<file path="config.mk">
export PLATFORM = sky130hd
export DESIGN_NAME = memory_arbiter_flat
export DESIGN_NICKNAME = d
export VERILOG_FILES = /design/src/rtl/memory_arbiter_pkg.sv /design/src/rtl/memory_arbiter_if.sv /design/src/rtl/memory_arbiter.sv /design/src/flat_wrapper.sv
export SDC_FILE = /design/constraint.sdc
export NUM_CORES = 1
export LEC_CHECK = 0
export CORE_MARGIN = 1
export CORE_UTILIZATION = 46
export DETAILED_ROUTE_END_ITERATION = 6
export PLACE_DENSITY = 0.83
export SKIP_CTS_REPAIR_TIMING = 1
export SLEW_MARGIN = 5
export SYNTH_ARGS = -nofsm -noshare
export SYNTH_HDL_FRONTEND = slang
export SYNTH_SLANG_ARGS = --single-unit
</file>
<file path="constraint.sdc">
create_clock -name CLOCK -period 2.9 [get_ports CLOCK]
set_clock_uncertainty 0.2 [all_clocks]
set_input_delay 0.725 -clock CLOCK [delete_from_list [all_inputs] [get_ports CLOCK]]
set_output_delay 0.725 -clock CLOCK [all_outputs]
set_load 0.005 [all_outputs]
</file>
<file path="src/rtl/memory_arbiter_pkg.sv">
// Shared types for the memory_unit arbiter: access flag, arbiter states, and the
// round-robin winner pick.
package memory_arbiter_pkg;

  localparam int REGSIZE = 8;

  typedef enum logic {
    MEM_READ  = 1'b0,
    MEM_WRITE = 1'b1
  } MEMORY_FLAG_TYPE;

  typedef enum logic [1:0] {
    IDLE,
    ACCESS,
    RESP
  } ARB_STATE_TYPE;

  // Returns the winning port id; on a tie the port that did not win last time goes.
  function automatic logic rr_pick(input logic req0, input logic req1, input logic last);
    if (req0 && req1) return ~last;
    return req1;
  endfunction

endpackage

</file>
<file path="src/rtl/memory_arbiter_if.sv">
// Requester and memory-side signals of the arbiter. The slave modport is the arbiter's
// view; the master modport is the requesters plus memory_unit.
interface memory_arbiter_if
  import memory_arbiter_pkg::*;
#(
  parameter int DATA_W = REGSIZE,
  parameter int ADDR_W = REGSIZE
);

  logic              req0;
  MEMORY_FLAG_TYPE   rw0;
  logic [ADDR_W-1:0] addr0;
  logic [DATA_W-1:0] wdata0;
  logic              ack0;
  logic [DATA_W-1:0] rdata0;

  logic              req1;
  MEMORY_FLAG_TYPE   rw1;
  logic [ADDR_W-1:0] addr1;
  logic [DATA_W-1:0] wdata1;
  logic              ack1;
  logic [DATA_W-1:0] rdata1;

  MEMORY_FLAG_TYPE   mem_rw;
  logic [ADDR_W-1:0] mem_addr;
  logic [DATA_W-1:0] mem_wdata;
  logic [DATA_W-1:0] mem_rdata;

  modport slave (
    input  req0, rw0, addr0, wdata0,
    input  req1, rw1, addr1, wdata1,
    input  mem_rdata,
    output ack0, rdata0, ack1, rdata1,
    output mem_rw, mem_addr, mem_wdata
  );

  modport master (
    output req0, rw0, addr0, wdata0,
    output req1, rw1, addr1, wdata1,
    output mem_rdata,
    input  ack0, rdata0, ack1, rdata1,
    input  mem_rw, mem_addr, mem_wdata
  );

endinterface

</file>
<file path="src/rtl/memory_arbiter.sv">
// Two-port round-robin arbiter/sequencer in front of the single-port memory_unit.
// One access at a time: IDLE -> ACCESS (write 1 cycle, read MEM_LAT cycles) -> RESP.
module memory_arbiter
  import memory_arbiter_pkg::*;
#(
  parameter int DATA_W  = REGSIZE,
  parameter int ADDR_W  = REGSIZE,
  parameter int MEM_LAT = 1
) (
  input  logic                    CLOCK,
  input  logic                    RESET,
  memory_arbiter_if.slave         bus,
  output logic                    busy
);

  localparam logic [3:0] LAST_CNT = 4'(MEM_LAT - 1);

  ARB_STATE_TYPE     state_q, state_d;
  logic [3:0]        cnt_q, cnt_d;
  logic              last_q, last_d;
  logic              gnt_q, gnt_d;
  logic              win;
  logic              ack0_q, ack0_d;
  logic              ack1_q, ack1_d;
  logic              busy_q, busy_d;
  logic [DATA_W-1:0] rdata0_q, rdata0_d;
  logic [DATA_W-1:0] rdata1_q, rdata1_d;
  MEMORY_FLAG_TYPE   mem_rw_q, mem_rw_d;
  logic [ADDR_W-1:0] mem_addr_q, mem_addr_d;
  logic [DATA_W-1:0] mem_wdata_q, mem_wdata_d;

  assign win = rr_pick(bus.req0, bus.req1, last_q);

  always_comb begin
    state_d     = state_q;
    cnt_d       = cnt_q;
    last_d      = last_q;
    gnt_d       = gnt_q;
    ack0_d      = ack0_q;
    ack1_d      = ack1_q;
    rdata0_d    = rdata0_q;
    rdata1_d    = rdata1_q;
    mem_rw_d    = mem_rw_q;
    mem_addr_d  = mem_addr_q;
    mem_wdata_d = mem_wdata_q;

    unique case (state_q)
      IDLE: begin
        if (bus.req0 || bus.req1) begin
          gnt_d   = win;
          last_d  = win;
          cnt_d   = '0;
          state_d = ACCESS;
          if (win) begin
            mem_rw_d    = bus.rw1;
            mem_addr_d  = bus.addr1;
            mem_wdata_d = bus.wdata1;
          end else begin
            mem_rw_d    = bus.rw0;
            mem_addr_d  = bus.addr0;
            mem_wdata_d = bus.wdata0;
          end
        end
      end
      ACCESS: begin
        // mem_rw_q is MEM_WRITE only during the single write cycle, so it marks the access type.
        if (mem_rw_q == MEM_WRITE) begin
          mem_rw_d = MEM_READ;
          ack0_d   = ~gnt_q;
          ack1_d   = gnt_q;
          state_d  = RESP;
        end else if (cnt_q == LAST_CNT) begin
          if (gnt_q) rdata1_d = bus.mem_rdata;
          else       rdata0_d = bus.mem_rdata;
          ack0_d  = ~gnt_q;
          ack1_d  = gnt_q;
          state_d = RESP;
        end else begin
          cnt_d = cnt_q + 4'd1;
        end
      end
      RESP: begin
        ack0_d  = 1'b0;
        ack1_d  = 1'b0;
        state_d = IDLE;
      end
      default: state_d = IDLE;
    endcase

    busy_d = (state_d != IDLE);
  end

  always_ff @(posedge CLOCK) begin
    if (RESET) begin
      state_q     <= IDLE;
      cnt_q       <= '0;
      last_q      <= 1'b1;
      gnt_q       <= 1'b0;
      ack0_q      <= 1'b0;
      ack1_q      <= 1'b0;
      busy_q      <= 1'b0;
      rdata0_q    <= '0;
      rdata1_q    <= '0;
      mem_rw_q    <= MEM_READ;
      mem_addr_q  <= '0;
      mem_wdata_q <= '0;
    end else begin
      state_q     <= state_d;
      cnt_q       <= cnt_d;
      last_q      <= last_d;
      gnt_q       <= gnt_d;
      ack0_q      <= ack0_d;
      ack1_q      <= ack1_d;
      busy_q      <= busy_d;
      rdata0_q    <= rdata0_d;
      rdata1_q    <= rdata1_d;
      mem_rw_q    <= mem_rw_d;
      mem_addr_q  <= mem_addr_d;
      mem_wdata_q <= mem_wdata_d;
    end
  end

  assign bus.ack0      = ack0_q;
  assign bus.ack1      = ack1_q;
  assign bus.rdata0    = rdata0_q;
  assign bus.rdata1    = rdata1_q;
  assign bus.mem_rw    = mem_rw_q;
  assign bus.mem_addr  = mem_addr_q;
  assign bus.mem_wdata = mem_wdata_q;
  assign busy          = busy_q;

endmodule
</file>
<file path="src/flat_wrapper.sv">
// flat-port wrapper written by rule: the top's interface ports become plain ports
module memory_arbiter_flat import memory_arbiter_pkg::*;
#(
  parameter int DATA_W  = REGSIZE,
  parameter int ADDR_W  = REGSIZE,
  parameter int MEM_LAT = 1
)
  (CLOCK, RESET, busy, bus_req0, bus_rw0, bus_addr0, bus_wdata0, bus_req1, bus_rw1, bus_addr1, bus_wdata1, bus_mem_rdata, bus_ack0, bus_rdata0, bus_ack1, bus_rdata1, bus_mem_rw, bus_mem_addr, bus_mem_wdata);
  memory_arbiter_if #(.DATA_W(DATA_W), .ADDR_W(ADDR_W)) bus_i ();
  input  logic CLOCK;
  input  logic RESET;
  output logic busy;
  input wire logic [$bits(bus_i.req0)-1:0] bus_req0;
  input wire logic [$bits(bus_i.rw0)-1:0] bus_rw0;
  input wire logic [$bits(bus_i.addr0)-1:0] bus_addr0;
  input wire logic [$bits(bus_i.wdata0)-1:0] bus_wdata0;
  input wire logic [$bits(bus_i.req1)-1:0] bus_req1;
  input wire logic [$bits(bus_i.rw1)-1:0] bus_rw1;
  input wire logic [$bits(bus_i.addr1)-1:0] bus_addr1;
  input wire logic [$bits(bus_i.wdata1)-1:0] bus_wdata1;
  input wire logic [$bits(bus_i.mem_rdata)-1:0] bus_mem_rdata;
  output wire logic [$bits(bus_i.ack0)-1:0] bus_ack0;
  output wire logic [$bits(bus_i.rdata0)-1:0] bus_rdata0;
  output wire logic [$bits(bus_i.ack1)-1:0] bus_ack1;
  output wire logic [$bits(bus_i.rdata1)-1:0] bus_rdata1;
  output wire logic [$bits(bus_i.mem_rw)-1:0] bus_mem_rw;
  output wire logic [$bits(bus_i.mem_addr)-1:0] bus_mem_addr;
  output wire logic [$bits(bus_i.mem_wdata)-1:0] bus_mem_wdata;
  assign bus_i.req0 = bus_req0;
  assign bus_i.rw0 = bus_rw0;
  assign bus_i.addr0 = bus_addr0;
  assign bus_i.wdata0 = bus_wdata0;
  assign bus_i.req1 = bus_req1;
  assign bus_i.rw1 = bus_rw1;
  assign bus_i.addr1 = bus_addr1;
  assign bus_i.wdata1 = bus_wdata1;
  assign bus_i.mem_rdata = bus_mem_rdata;
  assign bus_ack0 = bus_i.ack0;
  assign bus_rdata0 = bus_i.rdata0;
  assign bus_ack1 = bus_i.ack1;
  assign bus_rdata1 = bus_i.rdata1;
  assign bus_mem_rw = bus_i.mem_rw;
  assign bus_mem_addr = bus_i.mem_addr;
  assign bus_mem_wdata = bus_i.mem_wdata;
  memory_arbiter #(.DATA_W(DATA_W), .ADDR_W(ADDR_W), .MEM_LAT(MEM_LAT)) u_core (.CLOCK(CLOCK), .RESET(RESET), .bus(bus_i), .busy(busy));
endmodule
</file>
==> results by group <==
Status
  • Status: finished, final reports clean

Floorplan
  • Starting density of the core: 48.5%
  • Die height: 67.4 um
  • Core Box Area: 0.00406 mm2
  • Width of the die: just under 70 um
  • Total die area: about 0.0045 mm2
  • I/O pin count: a little over 80
  • # rows: 23

Pwr
  • Net Switching: between 400 and 500 uW
  • Leakage power: 0.00114 uW
  • Total power divided by cell area: 559 mW/mm2
  • Largest voltage drop on the vdd net: 0.000353 V
  • Combinational share of power: 31.0%
  • Clock power frac: 24.3%
  • Internal portion of total power: 1160 uW
  • Proportion of total power due to net switching: 28.4%
  • Flop pwr share: 44.7%

Clock network
  • Root Driver: clkbuf_8
  • Number of clock buffers inserted by TritonCTS: 5
  • Clock-pin transition on the worst setup and hold timing paths: 0.08 ns
  • Number of H-tree levels: 2
  • Maximum root-to-sink buffer count: 2
  • Number of clock sinks: 44
  • Clock network latency to the later pin of the worst-skew pair: 0.29 ns
  • Clock tree from TritonCTS: built

Logic synthesis
  • Number of cells produced by synthesis: slightly below 200
  • Leading cell types by total area after synthesis: dfxtp_1 45%, mux2i_1 17%, nor2_1 7.1%
  • Flip-flop and latch count after synthesis: 44
  • Warnings, synthesis: 0
  • Cell type with the highest aggregate area in the netlist: dfxtp_1
  • EDFF count, synth: 0
  • Synthesized area per cell: roughly 9.9 um2
  • Most frequently used cell type in the post-synthesis netlist: dfxtp_1
  • Synth top area share: 44.7%
  • Post-Syn Nets: 249
  • Async S/R FF share, synth: 0%
  • Summed instance area of the synthesized netlist: 0.00197 mm2
  • Prevailing post-synth register cell: dfxtp_1
  • Library cells used by synthesis: 38
  • Register area share after synthesis: 44.7%
  • Top post-synthesis cells by count: 44 x dfxtp_1, 37 x nor2_1, 33 x mux2i_1

Setup path
  • Cell breakdown of the critical path: clkdlybuf4s50_1
  • Element type at the critical path end: output port
  • Internal reg-to-reg setup slack: 0.84 ns
  • End of the worst register-to-register path: u_core.cnt_q[3]$_SDFFE_PP0P_
  • Slowest stage cell, crit path: clkdlybuf4s50_1
  • Worst reg-to-reg path cell count: 6
  • Type of origin of the critical path: flop
  • Worst Path Class, Setup: flop to output port
  • Req. time, crit path: 1.98 ns
  • Top Family by Delay on Critical Path: buffers and inverters
  • Maximum net fanout on the critical path: 7
  • WP buf/inv: 1
  • Max stage delay on crit path: 0.56 ns
  • Arrival time worst endpoint: 1.35 ns
  • Launch point of the worst reg-to-reg path: u_core.state_q[1]$_SDFF_PP0_

Route
  • DRT Pass-1 Iters: 4
  • Vias after detailed routing: between 1500 and 2000
  • Average detailed-routed wire length per instance: 14.1 um
  • Number of remaining DRC errors: 0
  • Detail-routed via count per cell: 5.12
  • DRC violation total after the first TritonRoute iteration: 96
  • Final ANT Viol Nets: 0
  • Total Wirelength: approximately 4600 um

STA
  • Worst slew pin tran: just over 0.5 ns
  • Minimum clock period after layout: approximately 2.3 ns
  • Maximum clock frequency: 439 MHz
  • WHS: approximately 0.28 ns
  • Count of endpoints failing hold in the final timing report: 0
  • Setup WS post-layout: slightly above 0.6 ns
  • Max_slew headroom: 65.5%
  • Pins Over Slew Limit: 0
  • Setup repair after global routing missed its margin: false
  • Final setup violation count: 0
  • Total negative slack: 0 ns
  • Post-route clock period utilization: around 80%

Placement
  • Half-perimeter wire length after detailed placement: 3260 um
  • Worst setup timing slack at the placement stage: 0.420 ns
  • Post-detailed-placement cell area: 0.00280 mm2
  • Placer congestion estimate: 0.760
  • # port buffers: 81

Hold path
  • Hold depth: 2
  • Launch instance of the worst min-delay path: u_core.bus.ack0$_SDFFE_PP0P_
  • Hold Path Sink: u_core.bus.ack0$_SDFFE_PP0P_
  • HP Class: flop to flop

Layout
  • Ratio of cells with drive above 1 in the final layout: 7.55%
  • Final net count: ~330
  • Layout Area Growth over Synthesis: 47.0%
  • Diodes inserted: 0
  • Post-route standard cell area excluding fillers: 0.00289 mm2

Global routing
  • Maximum number of pins on one net before global-route repair: 35
  • Global-route wire length before repair: 6980 um
  • Number of antenna violations at the first check in global routing: 0
  • Combined global-route utilization of all metal layers: roughly a fifth
  • Vias in the first global route: around 1500
  • Aggregate global routing overflow: 0

Flow run
  • Max-Cap Viols: 0
[layout make-up]
class	instances	area [um2]
flip-flops and latches	44	881
fillers	329	1160
multi-input cells	134	986
inverters	5	18.8
well taps	50	62.6
clock buffers	8	90.1
repair buffers	87	856
[cell families (layout without fill, tap and decap cells)]
| logic type | after synthesis | after routing | synth area share (%) |
|---|---|---|---|
| AOI/OAI and AO/OA | 37 | 37 | 14.2 |
| and+or+nand+nor | 59 | 59 | 15.7 |
| DFF | 44 | 44 | 44.7 |
| muxes | 33 | 33 | 16.8 |
| buffers and inverters | 20 | 100 | 5.40 |
| adders and majority gates | 5 | 5 | 3.18 |
[registers in the layout (all words and copies together) (netlist names)]
| signal | cells |
|---|---|
| u_core.bus.rdata1 | 8 |
| u_core.bus.mem_wdata | 8 |
| u_core.last_q | 1 |
| u_core.cnt_q | 4 |
| u_core.bus.ack0 | 1 |
| u_core.bus.mem_rw | 1 |
| u_core.bus.mem_addr | 8 |
| u_core.busy | 1 |
| u_core.state_q | 2 |
| u_core.bus.ack1 | 1 |
| u_core.bus.rdata0 | 8 |
| u_core.gnt_q | 1 |
[per-layer routing]
layer	track usage, %	wire, um	vias to the layer above	share of wire (%)
li1	-	-	862	-
met1	25.0	2070	775	45
met2	35.0	2320	38	50
met3	5.74	230	4	5.0
met4	6.12	25	0	0.54
met5	0	0	-	0
[how the worst max path moves through the flow]
stage                                              start                             endpoint  slack, ns  cells past startpoint
after global routing                            bus_req1  u_core.bus.mem_addr[4]$_SDFFE_PP0P_       0.54                      5
after CTS                 u_core.bus.mem_rw$_SDFFE_PP0P_                           bus_mem_rw       0.62                      1
after floorplan                                 bus_req1         u_core.cnt_q[3]$_SDFFE_PP0P_       0.99                      4
after detailed placement                        bus_req0         u_core.cnt_q[3]$_SDFFE_PP0P_       0.42                      5
after global placement                          bus_req0         u_core.cnt_q[3]$_SDFFE_PP0P_       0.45                      5
final                     u_core.bus.mem_rw$_SDFFE_PP0P_                           bus_mem_rw       0.62                      1
[layout by cell type (no fill, tap or decap), types with 2 or more instances in the layout]
cell,n
o21ai_1,2
a211oi_1,16
a21oi_1,6
buf_4,6
dfxtp_1,44
nand2b_1,4
ha_1,5
inv_1,5
clkbuf_8,6
nand2_1,7
o21bai_1,2
nor2_1,37
mux2i_1,33
clkdlybuf4s50_1,81
clkbuf_1,2
[power groups by stage]
stage	logic [uW]	clock network, uW	registers, uW
finish	501	393	723
global route	549	427	732
CTS	506	403	724
detailed placement	500	0	736
global placement	493	0	733
floorplan	267	0	738
[stage by stage]
step | util, % | power [uW] | instances
6_report | 71.3 | 1620 | 328
5_1_grt | 71.3 | 1710 | 328
4_1_cts | 71.3 | 1630 | 328
3_5_place_dp | 69.1 | 1240 | 320
3_3_place_gp | 69.1 | 1230 | 320
2_1_floorplan | - | 1010 | 198
Note: power is estimated with default switching activity, not from simulation.
